$ cat config.mk
export PLATFORM = sky130hd
export DESIGN_NAME = mem_access_master
export DESIGN_NICKNAME = d
export VERILOG_FILES = /design/src/rtl/arc_mem_pkg.sv /design/src/rtl/mem_wait_counter.sv /design/src/rtl/mem_access_master.sv
export SDC_FILE = /design/constraint.sdc
export NUM_CORES = 1
export LEC_CHECK = 0
export ABC_AREA = 0
export BUFFER_PORTS_ARGS = -buffer_cell sky130_fd_sc_hd__buf_2
export CAP_MARGIN = 20
export CORE_MARGIN = 10
export CORE_UTILIZATION = 42
export DETAILED_ROUTE_END_ITERATION = 12
export GPL_TIMING_DRIVEN = 0
export PLACE_DENSITY = 0.78
export SLEW_MARGIN = 10
export SYNTH_ARGS = -nofsm -noshare
export SYNTH_HDL_FRONTEND = slang
export SYNTH_SLANG_ARGS = --single-unit
$ cat constraint.sdc
create_clock -name clk -period 1.8 [get_ports clk]
set_clock_uncertainty 0.15 [all_clocks]
set_input_delay 0.18 -clock clk [delete_from_list [all_inputs] [get_ports clk]]
set_output_delay 0.18 -clock clk [all_outputs]
set_load 0.01 [all_outputs]
$ cat src/rtl/arc_mem_pkg.sv
// Shared types and constants for the ARC main-memory initiator.
// Holds the FSM state encoding, width defaults, alignment mask and latency bounds.
package arc_mem_pkg;

    localparam int unsigned ADDR_W_DEF  = 32;
    localparam int unsigned DATA_W_DEF  = 32;
    localparam logic [1:0]  ALIGN_MASK  = 2'b11;
    localparam int unsigned MEM_LAT_MIN = 1;
    localparam int unsigned MEM_LAT_MAX = 4;
    localparam int unsigned CNT_W       = 3;

    typedef enum logic [2:0] {
        ST_IDLE,
        ST_READ,
        ST_WAIT,
        ST_WRITE,
        ST_RESP
    } mem_state_e;

    // Out-of-range latencies are pulled into the supported window.
    function automatic int unsigned clamp_latency(input int unsigned lat);
        if (lat < MEM_LAT_MIN) return MEM_LAT_MIN;
        if (lat > MEM_LAT_MAX) return MEM_LAT_MAX;
        return lat;
    endfunction

endpackage

$ cat src/rtl/mem_wait_counter.sv
// Down-counter that times the memory read latency.
// done_o flags the decrement edge on which the count reaches zero.
module mem_wait_counter
    import arc_mem_pkg::*;
#(
    parameter int unsigned W = CNT_W
) (
    input  logic         clk,
    input  logic         rst,
    input  logic         load_i,
    input  logic [W-1:0] value_i,
    input  logic         dec_i,
    output logic         done_o
);

    logic [W-1:0] cnt_q;
    logic [W-1:0] cnt_d;

    always_comb begin
        cnt_d = cnt_q;
        if (load_i) begin
            cnt_d = value_i;
        end else if (dec_i && (cnt_q != '0)) begin
            cnt_d = cnt_q - 1'b1;
        end
    end

    always_ff @(posedge clk or negedge rst) begin
        if (!rst) begin
            cnt_q <= '0;
        end else begin
            cnt_q <= cnt_d;
        end
    end

    assign done_o = dec_i && (cnt_q == W'(1));

endmodule

$ cat src/rtl/mem_access_master.sv
// Main-memory initiator for the ARC datapath: one request at a time,
// drives rd/wr strobes, waits out read latency, returns data or error.
module mem_access_master
    import arc_mem_pkg::*;
#(
    parameter int unsigned ADDR_W      = ADDR_W_DEF,
    parameter int unsigned DATA_W      = DATA_W_DEF,
    parameter int unsigned MEM_LATENCY = 1,
    parameter int unsigned ALIGN_CHECK = 1
) (
    input  logic              clk,
    input  logic              rst,
    input  logic              req_valid,
    output logic              req_ready,
    input  logic              req_we,
    input  logic [ADDR_W-1:0] req_addr,
    input  logic [DATA_W-1:0] req_wdata,
    output logic              resp_valid,
    input  logic              resp_ready,
    output logic [DATA_W-1:0] resp_rdata,
    output logic              resp_err,
    output logic [ADDR_W-1:0] mem_address,
    output logic [DATA_W-1:0] mem_data_in,
    output logic              mem_rd,
    output logic              mem_wr,
    input  logic [DATA_W-1:0] mem_data_out
);

    localparam int unsigned LAT = clamp_latency(MEM_LATENCY);

    mem_state_e        state_q;
    logic [ADDR_W-1:0] mem_address_q;
    logic [DATA_W-1:0] mem_data_in_q;
    logic              mem_rd_q;
    logic              mem_wr_q;
    logic              resp_valid_q;
    logic [DATA_W-1:0] resp_rdata_q;
    logic              resp_err_q;
    logic              cnt_done;
    logic              misaligned;

    assign misaligned = (ALIGN_CHECK != 0) && ((req_addr[1:0] & ALIGN_MASK) != 2'b00);

    mem_wait_counter #(
        .W (CNT_W)
    ) u_wait_cnt (
        .clk     (clk),
        .rst     (rst),
        .load_i  (state_q == ST_READ),
        .value_i (CNT_W'(LAT)),
        .dec_i   (state_q == ST_WAIT),
        .done_o  (cnt_done)
    );

    always_ff @(posedge clk or negedge rst) begin
        if (!rst) begin
            state_q       <= ST_IDLE;
            mem_address_q <= '0;
            mem_data_in_q <= '0;
            mem_rd_q      <= 1'b0;
            mem_wr_q      <= 1'b0;
            resp_valid_q  <= 1'b0;
            resp_rdata_q  <= '0;
            resp_err_q    <= 1'b0;
        end else begin
            case (state_q)
                ST_IDLE: begin
                    if (req_valid) begin
                        mem_address_q <= req_addr;
                        mem_data_in_q <= req_wdata;
                        if (misaligned) begin
                            resp_err_q   <= 1'b1;
                            resp_rdata_q <= '0;
                            resp_valid_q <= 1'b1;
                            state_q      <= ST_RESP;
                        end else if (req_we) begin
                            mem_wr_q <= 1'b1;
                            state_q  <= ST_WRITE;
                        end else begin
                            mem_rd_q <= 1'b1;
                            state_q  <= ST_READ;
                        end
                    end
                end
                ST_WRITE: begin
                    mem_wr_q     <= 1'b0;
                    resp_err_q   <= 1'b0;
                    resp_rdata_q <= '0;
                    resp_valid_q <= 1'b1;
                    state_q      <= ST_RESP;
                end
                ST_READ: begin
                    mem_rd_q <= 1'b0;
                    state_q  <= ST_WAIT;
                end
                ST_WAIT: begin
                    if (cnt_done) begin
                        resp_rdata_q <= mem_data_out;
                        resp_err_q   <= 1'b0;
                        resp_valid_q <= 1'b1;
                        state_q      <= ST_RESP;
                    end
                end
                ST_RESP: begin
                    if (resp_ready) begin
                        resp_valid_q <= 1'b0;
                        resp_rdata_q <= '0;
                        resp_err_q   <= 1'b0;
                        state_q      <= ST_IDLE;
                    end
                end
                default: state_q <= ST_IDLE;
            endcase
        end
    end

    assign req_ready   = (state_q == ST_IDLE);
    assign resp_valid  = resp_valid_q;
    assign resp_rdata  = resp_rdata_q;
    assign resp_err    = resp_err_q;
    assign mem_address = mem_address_q;
    assign mem_data_in = mem_data_in_q;
    assign mem_rd      = mem_rd_q;
    assign mem_wr      = mem_wr_q;

endmodule
==> run_results.csv, run 1 <==
group,metric,value,unit
cts,clkSinkCount,106,
worst_setup_path,arrival,2.00,ns
worst_setup_path,criticalPathCategory,"flop to flop",
final_layout,multi_input_area,1820,sq um
worst_setup_path,end_kind,"flop",
min_path,hold_class,"primary input to flop",
final_layout,fin_nets,776,
global_route,track_usage,0.209,
power,p_per_area,1550,nW/um^2
synth,synth_flop_cell,"dfrtp_1",
cts,cts_tree,"built",
die,start_util,0.430,
global_route,grt_pass1_vias,4360,
synth,synth_adder_area_share,0.00845,
routing,dr.pass1.iters,5,
die,die_y,123,um
synth,ys_seq_area_frac,0.597,
synth,synthMuxAreaShare,0.238,
worst_setup_path,cpPeakStageDelay,0.41,ns
global_route,grt-ovfl-total,0,
global_route,grt_max_degree,68,
final_layout,fillCellCount,603,
final_layout,stdcell_count,814,
cts,insertion_delay,0.38,ns
placement,io_buffers,201,
run_status,run_status,"finished, violations left",
die,dieArea,15100,sq um
timing,timing.final.crit_share,1.05,
synth,synth_warnings,0,
timing,worst_pin_slew,0.876,ns
worst_setup_path,crit_top_cell,"buf_6",
timing,clock.fmax,0.531,GHz
cts,cts_buffers,9,
die,die_w,123,um
routing,ant_nets,0,
run_status,violations,"negative setup slack",
synth,synth-simple-area-share,0.0569,
synth,synth_xor_area_frac,0,
synth,synth.avg_cell_area,13.2,sq um
synth,synth.ff_latch_count,106,
cts,cts_htree_levels,3,
global_route,grt_pass1_wl,24600,um
routing,vias,4093,
synth,synth_compound_area_frac,0.0352,
global_route,antenna_found_initial,1,
timing,slew_viol_final,0,
synth,synth_cell_types,32,
timing,fin_hold_ws,0.0477,ns
final_layout,postLayoutCellArea,7580,sq um
flow_run,maxCapViolCount,0,
worst_setup_path,cp.required,1.92,ns
timing,setup_slack,-0.0849,ns
cts,cts_buffer_depth,2,
routing,avgRoutedWirePerCell,22.4,um
worst_setup_path,critPathSlowestCell,"dfrtp_1",
synth,synth_top_family_by_area,"multiplexers",
timing,finalCriticalPeriod,1.88,ns
die,core_area,10300,sq um
worst_setup_path,path_max_fanout,8,
power,power_leakage,3.82,nW
worst_setup_path,path_cells,"buf_6, nor3_4, and2_4, buf_6, buf_12, buf_8, mux2_4",
final_layout,layout_common_cells,"buf_2 (202), dfrtp_1 (105), dlygate4sd3_1 (100)",
synth,async_flop_share,1.00,
die,rows,37,
synth,synthCells,336,
power,ir_drop,0.000775,V
die,io_pins,202,
routing,drt-initial-drc-count,291,
synth,synth-edff-count,0,
timing,rsz0062_at_grt,"yes",
final_layout,regArea,2650,sq um
timing,finalHoldViolCount,0,
final_layout,area_delta_synth_final,70.7,%
cts,root_buffer,"clkbuf_8",
routing,vias_per_cell,5.03,
timing,final-setup-viol-count,91,
timing,maxSlewHeadroom,0.416,
synth,syn_nets,440,
placement,gp_congestion,0.809,
placement,dp_hpwl,9700,um
cts,path_clk_slew,0.11,ns
routing,routed_wirelength,18200,um
synth,syn_area,4440,sq um
placement,placed_cells,674,
final_layout,drive_above_1_share,0.501,
routing,drc,0,
placement,place_area,5690,sq um
final_layout,layout_commonest_cell,"buf_2",
worst_setup_path,start_kind,"flop",
==> final timing paths <==
check,from,endpoint,slack [ns],cells past startpoint
max,state_q[0],mem_data_in[16],-0.08,7
min,req_valid,mem_wr,0.05,3
max reg2reg,state_q[0],mem_data_in[16],-0.08,7
min reg2reg,mem_data_in[1],mem_data_in[1],0.37,1
max in group asynchronous,rst,resp_rdata[9],0.42,3
min in group asynchronous,rst,mem_data_in[22],0.34,2
==> worst max-delay path, delay by kind of cell (launching register included) <==
kind | cells | cell delay [ns]
AND/OR/NAND/NOR | 2 | 0.37
flip-flops | 1 | 0.41
multiplexers | 1 | 0.31
buffers and inverters | 4 | 0.52
==> power breakdown <==
| part | internal [W] | switching (W) | leakage [nW] | total, W |
|---|---|---|---|---|
| logic | 0.00341 | 0.00276 | 2.41 | 0.00617 |
| clock network | 0.000668 | 0.000897 | 0.102 | 0.00157 |
| registers | 0.00335 | 0.000691 | 1.31 | 0.00404 |
==> per-layer routing <==
| metal | vias up | track usage | wire [um] |
|---|---|---|---|
| met2 | 230 | 0.359 | 9140 |
| met1 | 2034 | 0.240 | 6590 |
| met5 | - | 0 | 0 |
| met4 | 0 | 0.0729 | 393 |
| met3 | 37 | 0.0666 | 2090 |
| li1 | 1792 | - | - |
==> synthesized netlist by cell type (2+ instances only) <==
cell type | instances | share of area
nor3_1 | 2 | 0.0023
a21oi_1 | 4 | 0.0045
nor2_1 | 7 | 0.0059
nand2_1 | 33 | 0.028
a32oi_1 | 2 | 0.0039
a31oi_1 | 2 | 0.0028
o21ai_0 | 4 | 0.0045
nand2b_1 | 4 | 0.0056
o32ai_1 | 2 | 0.0039
dfrtp_1 | 106 | 0.60
mux2i_1 | 32 | 0.072
inv_1 | 37 | 0.031
o21ai_1 | 3 | 0.0034
buf_12 | 3 | 0.014
nor2b_1 | 2 | 0.0028
buf_4 | 7 | 0.012
clkbuf_1 | 3 | 0.0025
mux2_1 | 64 | 0.16
ha_1 | 3 | 0.0084
a22o_1 | 2 | 0.0039
buf_2 | 3 | 0.0034
==> registers in the layout, indices dropped and copies added (netlist names) <==
register          flops
resp_rdata           32
resp_err              1
state_q               3
mem_rd                1
mem_wr                1
mem_address          32
mem_data_in          32
resp_valid            1
u_wait_cnt.cnt_q      3
==> metrics by stage <==
step                      setup slack, ns  setup TNS [ns]  power [W]  utilization
after floorplan                   0.00874               0    0.00632            -
after global placement             -0.666          -77.99    0.00783        0.549
after detailed placement           -0.350          -12.89    0.00803        0.552
after CTS                          -0.106           -4.61     0.0103        0.695
after global routing               -0.136           -7.96     0.0123        0.735
final                             -0.0849           -2.79     0.0118        0.735
==> cell families after synthesis <==
kind of cell,count (synthesis)
DFF,106
muxes,97
and+or+nand+nor,55
buffers and inverters,54
AOI/OAI and AO/OA,21
adders and majority gates,3
==> what timing repair did <==
action	4_1_cts	5_1_grt
gates cloned	4	3
gates resized for setup	30	86
pin swaps	2	4
setup endpoints to repair	94	100
hold buffers	100	0
endpoints found under the hold margin	165	0
setup buffers	11	6
==> area by class of cell <==
class,instances,share of cell area
plain buffers,17,0.0327
multi-input cells,176,0.240
flip-flops and latches,106,0.350
well taps,136,0.0224
inverters,37,0.0183
diodes,1,0.000330
repair buffers,325,0.309
clock buffers,9,0.0163
clock inverters,7,0.0111
Power figures use the tool's default switching activity.
==> run 2: changes to the inputs <==
CORE_UTILIZATION = 47   (was 42)
HOLD_SLACK_MARGIN = 0.06   (was not set)
PLACE_DENSITY = 0.82   (was 0.78)
clock period = 1.9 ns   (was 1.8 ns; I/O delays follow)
==> run_results.csv, run 2 (synthesis gave the netlist of run 1 again) <==
group,metric,value,unit
run_status,run_status,"finished, violations left",
run_status,violations,"negative setup slack",
final_layout,layout_commonest_cell,"buf_2",
power,ir_drop,0.000652,V
flow_run,maxCapViolCount,0,
timing,worst_pin_slew,0.454,ns
global_route,track_usage,0.218,
placement,dp_hpwl,9240,um
final_layout,area_delta_synth_final,64.4,%
final_layout,final_core_util,0.791,
cts,cts_htree_levels,3,
power,p_per_area,1400,nW/um^2
routing,drc,0,
routing,dr.pass1.iters,4,
worst_setup_path,end_kind,"flop",
global_route,grt_pass1_wl,23200,um
timing,clock.fmax,0.523,GHz
power,power_leakage,3.61,nW
cts,root_buffer,"clkbuf_8",
global_route,antenna_found_initial,3,
routing,drt-initial-drc-count,153,
timing,slew_viol_final,0,
timing,timing.final.crit_share,1.01,
routing,routed_wirelength,16000,um
cts,cts_buffer_depth,2,
routing,avgRoutedWirePerCell,19.9,um
worst_setup_path,path_max_fanout,7,
worst_setup_path,r2r_slack,-0.01,ns
min_path,hold_class,"primary input to asynchronous set/reset pin",
routing,vias_per_cell,4.87,
routing,ant_nets,0,
timing,maxSlewHeadroom,0.698,
placement,gp_congestion,0.778,
timing,rsz0062_at_grt,"yes",
die,core_area,9240,sq um
final_layout,layout_common_cells,"buf_2 (200), dfrtp_1 (106), dlygate4sd3_1 (100)",
global_route,grt-ovfl-total,0,
timing,finalCriticalPeriod,1.91,ns
worst_setup_path,arrival,2.02,ns
die,die_w,117,um
timing,setup_slack,-0.0108,ns
worst_setup_path,start_kind,"flop",
die,io_pins,202,
routing,vias,3918,
cts,path_clk_slew,0.12,ns
timing,finalHoldViolCount,0,
worst_setup_path,criticalPathCategory,"flop to flop",
cts,cts_tree,"built",
final_layout,fin_nets,771,
global_route,grt_pass1_vias,4332,
worst_setup_path,cp.required,2.01,ns
die,start_util,0.481,
cts,clkSinkCount,106,
die,rows,35,
cts,insertion_delay,0.36,ns
final_layout,drive_above_1_share,0.423,
die,dieArea,13700,sq um
final_layout,fillCellCount,503,
placement,io_buffers,201,
placement,placed_cells,667,
final_layout,stdcell_count,804,
cts,cts_buffers,9,
global_route,grt_max_degree,88,
timing,final-setup-viol-count,5,
die,die_y,117,um
-- run 2: cell count changes in the layout (fill, tap and decap cells not counted), sizes merged --
cell,change
buf,-6
diode,+2
bufbuf,+1
clkbuf,+1
clkinvlp,-1
-- run 2: final cells by class --
class | count | area (sq um) | share of cell area
inverters | 37 | 139 | 0.0190
multi-input cells | 176 | 1630 | 0.223
plain buffers | 17 | 246 | 0.0337
repair buffers | 320 | 2260 | 0.309
diodes | 3 | 7.51 | 0.00103
clock buffers | 10 | 138 | 0.0188
flip-flops and latches | 106 | 2650 | 0.363
clock inverters | 6 | 72.6 | 0.00993
well taps | 129 | 161 | 0.0221
-- run 2: path summary, 6_finish.rpt --
check                                 from              end  depth (start not counted)
hold / removal                         rst   mem_data_in[6]                          2
min in group clk           mem_data_in[25]  mem_data_in[25]                          1
setup reg to reg                state_q[2]   mem_address[5]                          6
setup / recovery                state_q[2]   mem_address[5]                          6
max in group asynchronous              rst   mem_address[7]                          3
hold reg to reg            mem_data_in[25]  mem_data_in[25]                          1
-- run 2: metal layers --
metal  track usage  share of wire
met1         0.224           0.36
met5             0              0
met3        0.0673          0.086
met4        0.0799          0.025
met2         0.406           0.53
-- run 2: what timing repair did --
action | in CTS | in global routing
gates cloned | 2 | 2
endpoints found under the setup margin | 92 | 46
pin swaps | 7 | 4
hold buffers | 100 | 0
endpoints found under the hold margin | 207 | 0
resized for setup | 29 | 32
buffers inserted | 12 | 3
-- run 2: report_power, final --
part	internal, W	switching (W)	leakage, nW
registers	0.00317	0.000540	1.31
clock network	0.000666	0.000825	0.109
logic	0.00263	0.00238	2.19
-- run 2: critical path: stages (launching register included) --
cell	delay (ns)
dfrtp_1	0.42
buf_6	0.15
nor3_4	0.20
and2_4	0.20
buf_6	0.12
bufbuf_16	0.26
mux2_4	0.30
-- run 2: metrics by stage --
stage	hold WS, ns	setup WS [ns]	area, sq um	TNS (ns)	power, W
floorplan	-0.256	0.0470	4460	0	0.00594
global placement	0.257	-0.597	5620	-69.34	0.00735
detailed placement	-0.0993	-0.179	5660	-11.70	0.00755
CTS	0.0614	-0.0407	7100	-0.235	0.00956
global route	0.0917	-0.0648	7310	-1.01	0.0107
finish	0.0593	-0.0108	7310	-0.0412	0.0102
==> run 3: changes to the inputs <==
BUFFER_PORTS_ARGS = -buffer_cell sky130_fd_sc_hd__buf_4   (was -buffer_cell sky130_fd_sc_hd__buf_2)
==> run_results.csv, run 3 (synthesis gave the netlist of run 1 again) <==
group,metric,value,unit
routing,vias_per_cell,4.92,
timing,finalHoldViolCount,0,
timing,slew_viol_final,0,
worst_setup_path,cp_num_buf_inv,3,
placement,place_area,6150,sq um
worst_setup_path,arrival,2.04,ns
cts,cts_tree,"built",
timing,worst_pin_slew,0.644,ns
cts,insertion_delay,0.36,ns
run_status,violations,"negative setup slack",
cts,clkSinkCount,106,
global_route,grt_pass1_wl,24500,um
cts,cts_buffers,9,
run_status,run_status,"finished, violations left",
worst_setup_path,cpPeakStageDelay,0.54,ns
final_layout,layout_commonest_cell,"buf_4",
placement,gp_congestion,0.874,
routing,routed_wirelength,16700,um
die,rows,35,
final_layout,fin_nets,770,
routing,drt-initial-drc-count,139,
global_route,grt-ovfl-total,0,
global_route,antenna_found_initial,4,
worst_setup_path,criticalPathCategory,"primary input to flop",
worst_setup_path,path_max_fanout,5,
global_route,grt_pass1_vias,4458,
worst_setup_path,cp.required,2.00,ns
routing,dr.pass1.iters,6,
routing,vias,3959,
global_route,track_usage,0.231,
power,power_leakage,3.70,nW
worst_setup_path,end_kind,"flop",
placement,io_buffers,201,
die,core_area,9240,sq um
cts,root_buffer,"clkbuf_8",
timing,setup_slack,-0.0396,ns
die,start_util,0.481,
placement,pre_cts_slack,-0.158,ns
power,p_per_area,1390,nW/um^2
timing,rsz0062_at_grt,"yes",
die,die_y,117,um
timing,maxSlewHeadroom,0.571,
final_layout,layout_common_cells,"buf_4 (215), dfrtp_1 (105), dlygate4sd3_1 (100)",
flow_run,maxCapViolCount,0,
routing,drc,0,
timing,clock.fmax,0.516,GHz
placement,dp_hpwl,9740,um
worst_setup_path,path_delay_family,"buffers and inverters",
timing,timing.final.crit_share,1.02,
min_path,hold_class,"primary input to asynchronous set/reset pin",
final_layout,drive_above_1_share,0.410,
cts,cts_htree_levels,3,
timing,final-setup-viol-count,10,
cts,cts_buffer_depth,2,
timing,tns,-0.0984,ns
routing,ant_nets,0,
worst_setup_path,critPathSlowestCell,"dlygate4sd3_1",
cts,path_clk_slew,0.11,ns
power,ir_drop,0.000688,V
worst_setup_path,start_kind,"primary input",
final_layout,postLayoutCellArea,7750,sq um
die,die_w,117,um
routing,avgRoutedWirePerCell,20.7,um
worst_setup_path,path_cells,"dlygate4sd3_1, buf_4, or3_4, a31oi_4, nor3_4, buf_6, mux2_4",
timing,finalCriticalPeriod,1.94,ns
die,io_pins,202,
final_layout,final_core_util,0.839,
die,dieArea,13700,sq um
global_route,grt_max_degree,61,
final_layout,area_delta_synth_final,74.4,%
-- run 3: cell types whose count changed in the layout (fill, tap and decap cells not counted), moves of 2 or more --
cell,change
mux2_1,+10
clkinvlp_4,+2
buf_2,-199
buf_4,+201
mux2_4,-10
buf_6,-2
-- run 3: cell type report --
type,instances,area (sq um)
multi-input combinational,176,1590
buffer,17,246
timing repair buffer,319,2720
fill,460,1490
sequential,106,2650
inverter,37,143
clock inverter,7,98.8
tap,129,161
antenna,4,10.0
clock buffer,9,124
-- run 3: final timing paths --
kind	from	depth (start not counted)	end	slack (ns)
setup / recovery	req_addr[0]	7	resp_err	-0.04
hold / removal	rst	2	mem_data_in[29]	0.24
setup reg to reg	state_q[2]	6	resp_err	-0.01
hold reg to reg	mem_address[0]	1	mem_address[0]	0.35
max in group asynchronous	rst	3	state_q[1]	0.63
min in group clk	mem_address[0]	1	mem_address[0]	0.35
-- run 3: through the flow --
stage | total power (W) | cells | hold WS, ns
floorplan | 0.00594 | 336 | -0.256
global placement | 0.00795 | 666 | 0.258
detailed placement | 0.00814 | 667 | 0.0985
CTS | 0.0101 | 794 | 0.241
global route | 0.0113 | 804 | 0.283
finish | 0.0108 | 804 | 0.238
-- run 3: what timing repair did --
item                       CTS  global route
resized for setup           22            32
pin swaps                    6             5
hold buffers               100             0
buffers inserted            10             3
gates cloned                 1             4
hold endpoints to repair   147             0
setup endpoints to repair   92            94
-- run 3: layer usage --
layer  global-route usage  vias to the layer above  share of wire
li1                     -                     1784              -
met1                0.242                     1978           0.36
met2                0.428                      163           0.53
met3               0.0668                       34          0.085
met4               0.0848                        0          0.030
met5                    0                        -              0
-- run 3: worst register-to-register path: stages (launching register included) --
cell,delay [ns]
dfrtp_1,0.39
buf_4,0.16
or3_4,0.35
a31oi_4,0.22
nor3_4,0.07
buf_6,0.16
mux2_4,0.30
-- run 3: report_power, final --
| part | switching [W] | total (W) | leakage, nW | internal, W |
|---|---|---|---|---|
| sequential | 0.000585 | 0.00375 | 1.31 | 0.00317 |
| combinational | 0.00242 | 0.00545 | 2.28 | 0.00303 |
| clock | 0.000816 | 0.00157 | 0.110 | 0.000753 |
| total | 0.00382 | 0.0108 | 3.70 | 0.00695 |
